<file path="src/rtl/fifo_write_arbiter.sv">
// Round-robin arbiter sharing the fifo write port between num_req producers.
// Grants one producer at a time for bursts of up to burst_len words and stalls on full.
module fifo_write_arbiter #(
  parameter int fifo_width = 8,
  parameter int num_req    = 4,
  parameter int burst_len  = 4
) (
  input  logic                          write_clk,
  input  logic                          rst,
  input  logic [num_req-1:0]            req_valid,
  input  logic [num_req*fifo_width-1:0] req_data,
  output logic [num_req-1:0]            req_ready,
  input  logic                          full,
  output logic                          write_en,
  output logic [fifo_width-1:0]         write_data,
  output logic [$clog2(num_req)-1:0]    grant_id,
  output logic                          busy
);

  localparam int id_w  = $clog2(num_req);
  localparam int cnt_w = $clog2(burst_len) + 1;

  typedef enum logic {IDLE, GRANT} state_t;

  state_t           state;
  logic [id_w-1:0]  last_id;
  logic [id_w-1:0]  sel_id;
  logic [id_w:0]    cand;
  logic [cnt_w-1:0] burst_cnt;
  logic             sel_found;
  logic             grant_valid;
  logic             active;
  logic             transfer;
  logic             last_beat;

  // Circular scan starting just above the last served requester, so it gets lowest priority.
  always_comb begin
    sel_id    = '0;
    sel_found = 1'b0;
    cand      = '0;
    for (int i = 1; i <= num_req; i++) begin
      cand = {1'b0, last_id} + (id_w+1)'(i);
      if (cand >= (id_w+1)'(num_req)) begin
        cand = cand - (id_w+1)'(num_req);
      end
      if (!sel_found && req_valid[cand[id_w-1:0]]) begin
        sel_found = 1'b1;
        sel_id    = cand[id_w-1:0];
      end
    end
  end

  assign active      = (state == GRANT) && !rst;
  assign grant_valid = req_valid[grant_id];
  assign transfer    = active && grant_valid && !full;
  assign last_beat   = (burst_cnt == cnt_w'(burst_len - 1));

  assign write_en   = transfer;
  assign write_data = transfer ? req_data[int'(grant_id)*fifo_width +: fifo_width] : '0;
  assign busy       = (state == GRANT);

  always_comb begin
    req_ready = '0;
    if (active && !full) begin
      req_ready[grant_id] = 1'b1;
    end
  end

  // A stall on full holds both grant and counter; dropping valid forfeits the grant.
  always_ff @(posedge write_clk) begin
    if (rst) begin
      state     <= IDLE;
      grant_id  <= '0;
      last_id   <= id_w'(num_req - 1);
      burst_cnt <= '0;
    end else begin
      case (state)
        IDLE: begin
          if (sel_found) begin
            grant_id  <= sel_id;
            last_id   <= sel_id;
            burst_cnt <= '0;
            state     <= GRANT;
          end
        end
        GRANT: begin
          if (!grant_valid) begin
            state <= IDLE;
          end else if (!full) begin
            burst_cnt <= burst_cnt + cnt_w'(1);
            if (last_beat) begin
              state <= IDLE;
            end
          end
        end
        default: state <= IDLE;
      endcase
    end
  end

endmodule

</file>
<file path="config.mk">
export PLATFORM = sky130hd
export DESIGN_NAME = fifo_write_arbiter
export DESIGN_NICKNAME = d
export VERILOG_FILES = /design/src/rtl/fifo_write_arbiter.sv
export SDC_FILE = /design/constraint.sdc
export NUM_CORES = 1
export LEC_CHECK = 0
export ABC_AREA = 0
export CORE_MARGIN = 4
export CORE_UTILIZATION = 33
export CTS_BUF_LIST = sky130_fd_sc_hd__clkbuf_2 sky130_fd_sc_hd__clkbuf_4 sky130_fd_sc_hd__clkbuf_8
export DETAILED_ROUTE_END_ITERATION = 8
export GPL_TIMING_DRIVEN = 0
export PLACE_DENSITY = 0.89
export SLEW_MARGIN = 20
export SYNTH_ARGS = -nofsm -noshare
export SYNTH_HDL_FRONTEND = slang
export SYNTH_SLANG_ARGS = --single-unit
</file>
<file path="constraint.sdc">
create_clock -name write_clk -period 1.68 [get_ports write_clk]
set_clock_uncertainty 0.1 [all_clocks]
set_input_delay 0.42 -clock write_clk [delete_from_list [all_inputs] [get_ports write_clk]]
set_output_delay 0.42 -clock write_clk [all_outputs]
set_load 0.01 [all_outputs]
</file>
### Word-level counts from Yosys, hierarchy flattened

Cells that the tools add are included.
W data, S select, Z words.

* register bits after elaboration: 8
* latch bits: 0
* RAM bits: 0
* bits in read-only memories: 0
* bits of input ports: 39
* output and inout port bits: 16
* word-level logic and storage cells: 79
* memories kept: 0

* add/subtract/negate cells: 9
* multiply operators: 0
* div/mod/pow operators: 0
* order comparisons: 10
* equal/unequal tests: 4
* shift operators: 1
* muxes and demuxes: 35
* bitwise gates (word level): 1
* reductions and logical operators: 15

Operators with widths (count)
* $shiftx A32 B6 Y8: 1
* $mux W2: 8
* $lt A2 B3 Y1 const B: 5
* $mux W1: 14
* $ge A3 B3 Y1 const B: 4
* $bmux W1 S2: 5
* $mux W3: 3
* $logic_and A1 B1 Y1: 8
* $mux W8: 1
* $sub A2 B1 Y2 const B: 4
* $add A2 B2 Y3 const B: 2
* $pmux W3 S2: 1
* $logic_not A1 Y1: 5
* $mux W4: 1
* $ne A2 B2 Y1 const B: 2
* $add A2 B1 Y3 const B: 1
* $add A2 B3 Y3 const B: 1
* $add A3 B1 Y3 const B: 1
* $eq A3 B2 Y1 const B: 1
* $reduce_and A3 Y1: 1
* $demux W1 S2: 1
* $ge A2 B1 Y1 const B: 1
* $ne A2 B1 Y1 const B: 1
* $pmux W1 S2: 1
* other kinds (2): 2

### Longest topological paths before layout

Gate-level depths: netlist (run 1).

* word-level depth: 17
* gate-level depth with buffers: 5
* mapped depth without buffers: 5

### Worst setup path after synthesis (run 1)

Ideal clock, no wire load.

* path type: register -> output
* start: reg grant_id[0]
* end: out write_data[0]
* data arrival time: 1.472 ns
* data required time: 1.160 ns
* setup slack: -0.312 ns
* cell stages (with the launch flop): 5
* path buffers: 2
* cell sequence: dfxtp_1 buf_4 buf_2 mux4_2 and3_1

* cells in the longest elaborated chain, start to end: 5
* elaborated cells on any way between the ends: 6
* those cells by class: 1 x shift; 3 x mux; 2 x reduce/logical

RTL lines
* start, declared: RTL line 16 `output logic [$clog2(num_req)-1:0] grant_id,`
* start signal, assigned: RTL line 80 `grant_id <= sel_id;`
* branches (longest 4 deep; another with $shiftx A32 B6 Y8)
* $mux W8 *: RTL line 59 `assign write_data = transfer ? req_data[int'(grant_id)*fifo_width +: fifo_width] : '0;`
* end, declared: RTL line 15 `output logic [fifo_width-1:0] write_data,`

Every way passes the cells marked *. The select of a mux whose other input is x is not followed.

### Worst setup path after layout (run 1)

* start: reg grant_id[0]
* end: out write_data[2]

The elaborated chain is that of the path after synthesis.

==> results of run 1 <==
==> flip-flops by register name, summed over array words and instances (netlist names) <==
signal	count
last_id	2
grant_id	2
busy	1
burst_cnt	3
==> what timing repair did <==
action / CTS / global route
resized for setup: 84 / 11
hold buffers: 0 / 0
setup endpoints to repair: 23 / 19
setup buffers: 7 / 1
gates cloned: 1 / 0
pin swaps: 3 / 3
==> cells in the final DEF (no fill, tap or decap), drive strengths merged, types with 2 or more instances in the layout <==
cell type      count
mux4               9
clkbuf            10
or2                3
dfxtp              8
buf               25
nand3b             2
nand3              4
nand2              5
a21oi              7
ha                 2
a2111oi            2
or3b               2
inv                3
clkdlybuf4s50     33
nor2               6
dlygate4sd2        2
nand2b             4
nor3b              2
and3               9
==> worst paths after layout <==
kind	start	endpoint	slack, ns	depth (start not counted)
worst max-delay path	grant_id[0]	write_data[2]	-0.52	5
worst min-delay path	rst	grant_id[1]	0.26	2
worst max register to register	grant_id[0]	burst_cnt[1]	-0.05	7
worst min register to register	burst_cnt[2]	burst_cnt[2]	0.37	2
==> metal layers <==
layer	vias up	track usage, %
met4	0	0.993
met5	-	0
met3	2	5.43
met1	447	21.9
li1	454	-
met2	51	31.0
==> worst register-to-register path, cell delays in order, from the launching register on <==
cell and delay, ns:
dfxtp_2 0.33, buf_6 0.11, mux4_2 0.54, buf_4 0.16, buf_6 0.11, nand3b_4 0.09
nand3_1 0.08, a21oi_1 0.14
==> kinds of logic after synthesis <==
logic type | after synthesis
AOI/OAI and AO/OA | 14
adders and majority gates | 2
buffers and inverters | 10
DFF | 8
muxes | 9
and+or+nand+nor | 43
==> per-stage QoR <==
step | power [mW] | hold WS (ns) | utilization (%) | cells
floorplan | 0.441 | 0.346 | - | 86
global placement | 0.591 | 0.354 | 64.9 | 167
detailed placement | 0.605 | 0.369 | 64.9 | 167
CTS | 0.788 | 0.248 | 68.9 | 177
global route | 0.848 | 0.261 | 70.5 | 178
finish | 0.802 | 0.257 | 70.5 | 178
==> area by class of cell <==
cell class                 count  area, sq um  share of cell area, %
inverter                       3         11.3                  0.709
multi-input combinational     68          686                   43.1
buffer                         6         83.8                   5.28
sequential                     8          166                   10.5
clock buffer                   3         22.5                   1.42
timing repair buffer          62          584                   36.8
tap                           28         35.0                   2.20
==> power groups by stage <==
| stage | clock [mW] | sequential (mW) | combinational [mW] |
|---|---|---|---|
| finish | 0.150 | 0.230 | 0.422 |
| global route | 0.167 | 0.233 | 0.448 |
| CTS | 0.155 | 0.229 | 0.405 |
| detailed placement | 0 | 0.236 | 0.369 |
| global placement | 0 | 0.234 | 0.357 |
| floorplan | 0 | 0.233 | 0.208 |
==> flow_summary.toml, run 1 <==
[synth]
synth_compound_area_share_pct = 12.3
yosys_register_bits = 8
syn_avg_cell_area_sq_um = 9.33
synth.distinct_cells = 34
yosys_warnings = 0
syn-cell-area_sq_um = 802
synth-adder-area-share_pct = 3.12
postSynthCellCount = 86
synth_top_area_cell = "mux4_2"
yosys.area_share.simple_pct = 32.1
synth_area_leaders = "mux4_2, dfxtp_1, and3_1"
syn-num-nets = 127
synth_top_family_by_area = "simple AND/OR/NAND/NOR gates"
seq_area_frac_synth_pct = 20.0
ys.flop_type = "dfxtp_1"
synthXorXnorAreaFrac_pct = 0
ys_top_cells_by_count = "and3_1, mux4_2, dfxtp_1"
yosys.area.top_type_share_pct = 25.3
synth_enable_flop_cells = 0
synth_mux_area_share_pct = 25.3
postSynth.asyncResetShare_pct = 0

[route]
routed-wl-met3_um = 269
wire_per_inst_um = 17.0
dr.pass1.iters = 4
drtIter0Drc = 22
drtAntennaViolNets = 0
vias_per_cell = 5.36
met2_length_mm = 1.45
topRoutingLayerUsed = "met4"
routed_wl_mm = 3.02
via_count = 954
route.detailed.drc = 0
wl_met1_mm = 1.29

[grt]
grt_use_total_pct = 17.5
grt_pass1_vias = 951
grt_pass1_wl_mm = 4.57
grt-ovfl-total = 0
antenna_found_initial = 0
grt_start_max_net_pins = 11

[place]
post-dp-hpwl_mm = 2.36
portBuffers = 53
dp_slack_ns = -1.19
gp_congestion = 0.831
placedInstanceArea_sq_um = 1460

[worst_setup_path]
arrival_ns = 1.68
path_class = "reg -> out"
worstPathMaxFanout = 5
worstPathRequired_ns = 1.16
slowest_delay_ns = 0.54
worstSetupStartpointType = "register"
endpoint_kind = "primary output"
crit_slowest_cell = "mux4_2"
cpLargestDelayFamily = "multiplexers"
cp_num_buf_inv = 3
crit_top_cell = "buf_6"
path_cells = "buf_6 > mux4_2 > clkbuf_8 > and3_4 > buf_6"

[sta]
rsz0062_at_grt = "true"
post-route-min-period_ns = 2.20
min_period_over_period_pct = 131
drv_slew = 0
fin_tns_setup_ns = -5.04
relSlewSlack_pct = 66.4
setup_viol = 16
max_freq_mhz = 454
worst_slack_ns = -0.522
tightest_slew_ns = 0.502
hold_viol = 0

[layout]
antenna_cells = 0
fillers = 164
drive_above_1_share_pct = 44.0
nNetsFinal = 193
design_area_sq_um = 1590
area_growth_syn_to_layout_pct = 98.1

[outcome]
failed_checks = "setup timing"
status = "complete, but fails checks"

[die]
num_rows = 17
die_x_um = 57.3
die_height_um = 57.3
ios = 55
initial_core_util_pct = 35.6
core_sq_um = 2250
die_area_sq_um = 3280

[pwr]
clockPowerShare_pct = 18.7
powerDensity_nw_per_um2 = 505
comb_power_share_pct = 52.6
power.switching_mw = 0.249
power.internal_mw = 0.554
sequentialPowerShare_pct = 28.7
leakagePower_nw = 0.642
ir_drop_mv = 0.447
p_sw_share_pct = 31.0

[clock_tree]
cts_root_buf = "clkbuf_4"
cts_htree_levels = 1
cts_num_sinks = 8
numCtsBuffers = 3
clock_path_buffers = 2
tritoncts = "yes"
clkLatencyLatePin_ns = 0.26
clk_pin_slew_worst_paths_ns = 0.06

[run]
max_cap_viol_count = 0

[worst_hold_path]
min_path_type = "in -> reg"
(Power assumes the default switching activity.)
==> inputs of run 2 (changes only) <==
- CORE_MARGIN: 4 -> unset
==> run 2 against run 1 <==
The run still ends with setup timing left. Combinational power is 6.4% higher. Global-route usage is 5.3 points higher. Hold slack worse by 0.0018 ns. Fmax down 0.79%. Routed wire length grew 8.1%. Count of clock-buffer cells in the layout unchanged. Critical path depth is the same. Clock power about the same. Setup slack got worse by 0.018 ns. Core utilization up 0.72 points.
==> flow_summary.toml, run 2 (same netlist as run 1, synthesis figures left out) <==
[sta]
hold_viol = 0
min_period_over_period_pct = 132
tightest_slew_ns = 0.549
rsz0062_at_grt = "true"
drv_slew = 0
relSlewSlack_pct = 63.3
setup_viol = 13
fin_tns_setup_ns = -5.22
worst_slack_ns = -0.539
post-route-min-period_ns = 2.22
whs_ns = 0.255
max_freq_mhz = 451

[worst_setup_path]
path_cells = "buf_6 > buf_8 > mux4_2 > and3_4 > buf_6"
r2r_start = "grant_id[0]"
cp_num_buf_inv = 3
worstSetupStartpointType = "register"
worstPathRequired_ns = 1.16
path_class = "reg -> out"
r2r-end = "busy"
ff2ff_path_depth = 6
crit_slowest_cell = "mux4_2"
arrival_ns = 1.70
slowest_delay_ns = 0.53
endpoint_kind = "primary output"
crit_top_cell = "buf_6"
cpLargestDelayFamily = "multiplexers"
worstPathMaxFanout = 10
r2r_setup_slack_ns = 0.02

[clock_tree]
tritoncts = "yes"
clkLatencyLatePin_ns = 0.26
cts_htree_levels = 1
cts_root_buf = "clkbuf_4"
numCtsBuffers = 3
clk_pin_slew_worst_paths_ns = 0.05
cts_num_sinks = 8
clock_path_buffers = 2

[pwr]
ir_drop_mv = 0.424
powerDensity_nw_per_um2 = 514
leakagePower_nw = 0.657

[worst_hold_path]
min_to = "grant_id[1]"
min_from = "rst"
min_path_type = "in -> reg"
worstHoldPathCells = 2

[layout]
largest_register_ffs = 3
layout_common_cells = "clkdlybuf4s50_1, buf_6, mux4_2, and3_4, a21oi_1"
nNetsFinal = 193
design_area_sq_um = 1610
fillers = 156
reg_top3 = "burst_cnt: 3 flops, grant_id: 2 flops, last_id: 2 flops"
final_core_util_pct = 71.2
area_growth_syn_to_layout_pct = 100
regMostFlops = "burst_cnt"
antenna_cells = 0
final_common_cell = "clkdlybuf4s50_1"
drive_above_1_share_pct = 45.3

[outcome]
status = "complete, but fails checks"
failed_checks = "setup timing"

[die]
core_sq_um = 2250
initial_core_util_pct = 35.6
die_height_um = 51.3
die_area_sq_um = 2630
num_rows = 17
die_x_um = 51.3
ios = 55

[grt]
grt-ovfl-total = 0
met2_usage_pct = 41.0
grt_most_used_layer = "met2"
grt_start_max_net_pins = 11
met1_usage_pct = 26.2
grt_pass1_wl_mm = 4.44
grt_use_total_pct = 22.9
grt_pass1_vias = 943
use_met3_pct = 6.85
antenna_found_initial = 0

[route]
drtIter0Drc = 14
dr.pass1.iters = 4
drtAntennaViolNets = 0
vias_per_cell = 5.47
via_count = 974
routed_wl_mm = 3.27
route.detailed.drc = 0
wire_per_inst_um = 18.3

[run]
max_cap_viol_count = 0

[place]
gp_congestion = 0.790
portBuffers = 53
placedInstanceArea_sq_um = 1460
post-dp-hpwl_mm = 2.12
dp_slack_ns = -1.19
[run 2: report_power, final]
part           leakage [nW]  switching [mW]  total (mW)  internal [mW]
clock                0.0138          0.0660       0.148         0.0818
sequential           0.0670          0.0206       0.228          0.208
combinational         0.576           0.176       0.449          0.272
[run 2: timing repair]
action                                  in CTS  in global routing
endpoints found under the setup margin      23                 21
hold buffers                                 0                  0
gates resized for setup                     83                 17
pin swaps                                    6                  8
buffers inserted                             8                  1
gates cloned                                 1                  0
[run 2: final cells by class]
type | count | area (sq um) | area share, %
Timing Repair Buffer | 62 | 598 | 37.3
Multi-Input combinational cell | 68 | 692 | 43.1
Inverter | 3 | 11.3 | 0.701
Clock buffer | 3 | 22.5 | 1.40
Sequential cell | 8 | 166 | 10.4
Tap cell | 28 | 35.0 | 2.18
Buffer | 6 | 80.1 | 4.99
[run 2: worst max-delay path by stage]
stage                    end  slack, ns          from  cells past startpoint
6_report       write_data[4]      -0.54   grant_id[0]                      5
5_1_grt        write_data[5]      -0.59   grant_id[0]                      5
4_1_cts        write_data[7]      -0.56   grant_id[0]                      5
3_5_place_dp   write_data[3]      -1.19  req_valid[3]                      5
3_3_place_gp   write_data[2]      -1.17  req_valid[3]                      5
2_1_floorplan  write_data[0]      -0.17   grant_id[0]                      4
[run 2: worst register-to-register path: stages (launching register included)]
cell and delay [ns]:
dfxtp_2 0.33, buf_6 0.11, mux4_2 0.57, buf_8 0.17, buf_4 0.14, nand3_2 0.07, a21oi_1 0.06
[run 2: routing by layer]
| layer | vias to the layer above | wire length, um | part of all wire, % |
|---|---|---|---|
| li1 | 457 | - | - |
| met1 | 469 | 1400 | 43 |
| met3 | 2 | 253 | 7.7 |
| met4 | 0 | 23 | 0.70 |
| met2 | 46 | 1590 | 49 |
| met5 | - | 0 | 0 |
[run 2: metrics by stage]
stage                     std cells  total power, mW
final                           178            0.825
after CTS                       179            0.788
after detailed placement        167            0.603
after floorplan                  86            0.441
after global routing            178            0.866
after global placement          167            0.591
==> inputs of run 3 (changes only) <==
- CORE_UTILIZATION: 33 -> 35
- PLACE_DENSITY: 0.89 -> 0.9
- clock period: 1.68 -> 2.1 ns (I/O delays scaled with it)
==> run 3 against run 2 <==
Critical path type unchanged. Sequential power fell by 19%. Non-clock buffer count increased by 5. The flow still finishes with violations (setup timing). Critical path depth stayed put. Flip-flop and latch count is the same. Clock power decreased by 17%. Largest cell class is now non-clock buffers. Power shrank 20%. Largest power group unchanged. Die area decreased by 5.5%. Via count rose by 12%. Final cell count grew 2.8%. First-iteration DRC count grew to 5.1 times the previous value.
==> flow_summary.toml, run 3 (same netlist as run 1, synthesis figures left out) <==
[clock_tree]
numCtsBuffers = 3
clk_pin_slew_worst_paths_ns = 0.06
hold_buffers = 0
cts_num_sinks = 8
clock_path_buffers = 2
tritoncts = "yes"
cts_root_buf = "clkbuf_4"
clkLatencyLatePin_ns = 0.26
cts_htree_levels = 1

[sta]
max_freq_mhz = 424
post-route-min-period_ns = 2.36
whs_ns = 0.332
drv_slew = 0
setup_viol = 9
relSlewSlack_pct = 52.7
worst_slack_ns = -0.261
tightest_slew_ns = 0.691
hold_viol = 0
min_period_over_period_pct = 112
rsz0062_at_grt = "true"

[layout]
area_growth_syn_to_layout_pct = 93.8
largest_register_ffs = 3
antenna_cells = 0
fillers = 134
reg_top3 = "burst_cnt: 3 flops, grant_id: 2 flops, last_id: 2 flops"
layout_common_cells = "dlygate4sd2_1, clkdlybuf4s50_1, buf_4"
drive_above_1_share_pct = 41.7
nNetsFinal = 199
regMostFlops = "burst_cnt"
final_core_util_pct = 75.4
final_common_cell = "dlygate4sd2_1"

[place]
gp_congestion = 0.776
portBuffers = 53
post-dp-hpwl_mm = 2.11

[run]
max_cap_viol_count = 0

[die]
die_x_um = 49.9
core_sq_um = 2060
die_area_sq_um = 2490
num_rows = 16
ios = 55
initial_core_util_pct = 38.9
die_height_um = 49.9

[route]
vias_per_cell = 5.96
dr.pass1.iters = 4
route.detailed.drc = 0
via_count = 1090
routed_wl_mm = 3.79
drtIter0Drc = 71
wire_per_inst_um = 20.7
drtAntennaViolNets = 0

[worst_hold_path]
min_to = "grant_id[1]"
min_from = "rst"
worstHoldPathCells = 2
min_path_type = "in -> reg"

[worst_setup_path]
slowest_delay_ns = 0.57
r2r_setup_slack_ns = 0.15
arrival_ns = 1.74
worstPathRequired_ns = 1.47
path_cells = "buf_6 > mux4_2 > buf_6 > and3_4 > buf_6"
ff2ff_path_depth = 8
r2r-end = "burst_cnt[2]"
endpoint_kind = "primary output"
path_class = "reg -> out"
crit_slowest_cell = "mux4_2"
worstPathMaxFanout = 5
worstSetupStartpointType = "register"
r2r_start = "grant_id[0]"
crit_top_cell = "buf_6"

[grt]
grt_pass1_wl_mm = 5.39
grt_start_max_net_pins = 11
grt-ovfl-total = 0
antenna_found_initial = 0
grt_use_total_pct = 29.4
grt_pass1_vias = 1074

[pwr]
ir_drop_mv = 0.411
finalPower_mw = 0.659
power.switching_mw = 0.218
powerDensity_nw_per_um2 = 424
comb_power_share_pct = 53.3
power.internal_mw = 0.441
sequentialPowerShare_pct = 28.1
p_sw_share_pct = 33.1
leakagePower_nw = 0.701
clockPowerShare_pct = 18.6

[outcome]
status = "complete, but fails checks"
failed_checks = "setup timing"
-- run 3: worst max-delay path: cells and delay by family (launching register included) --
family                 cells  cell delay [ns]
AND/OR/NAND/NOR            1             0.16
multiplexers               1             0.57
flip-flops                 1             0.34
buffers and inverters      3             0.39
-- run 3: area by class of cell --
class / count / area (sq um) / share of cell area, %
sequential: 8 / 166 / 10.7
tap: 27 / 33.8 / 2.17
clock buffer: 3 / 22.5 / 1.45
timing repair buffer: 68 / 601 / 38.6
multi-input combinational: 69 / 656 / 42.2
buffer: 5 / 63.8 / 4.11
inverter: 3 / 11.3 / 0.725
-- run 3: timing repair --
item	4_1_cts	5_1_grt
endpoints found under the setup margin	16	13
setup buffers	10	4
gates cloned	2	0
pin swaps	8	6
resized for setup	108	20
-- run 3: how the worst max path moves through the flow --
| stage | start | to | slack (ns) | depth (start not counted) |
|---|---|---|---|---|
| after detailed placement | req_valid[3] | write_data[0] | -1.02 | 5 |
| after global placement | req_valid[3] | write_data[6] | -0.99 | 5 |
| after global routing | grant_id[0] | write_data[6] | -0.29 | 5 |
| after CTS | req_data[0] | write_data[0] | -0.24 | 4 |
| final | grant_id[0] | write_data[6] | -0.26 | 5 |
| after floorplan | grant_id[0] | write_data[0] | -0.006 | 4 |
-- run 3: through the flow --
step	cells	worst slack (ns)	setup TNS, ns	instance area [sq um]
3_5_place_dp	166	-1.02	-13.91	1370
2_1_floorplan	86	-0.00627	-0.0314	807
4_1_cts	180	-0.239	-1.72	1480
3_3_place_gp	166	-0.989	-12.78	1370
5_1_grt	183	-0.291	-2.27	1550
6_report	183	-0.261	-1.99	1550
-- run 3: power groups by stage --
stage / Clock [mW] / Sequential, mW / Combinational (mW)
after floorplan: 0 / 0.186 / 0.141
after global placement: 0 / 0.186 / 0.260
after detailed placement: 0 / 0.187 / 0.270
after CTS: 0.127 / 0.186 / 0.312
after global routing: 0.133 / 0.189 / 0.368
final: 0.123 / 0.185 / 0.352
-- run 3: metal layers --
layer	vias to the layer above	part of all wire (%)	GRT usage, %
met1	496	38	33.7
met5	-	0	0
met2	96	45	50.5
met3	25	12	6.79
met4	0	5.1	15.2
li1	473	-	-
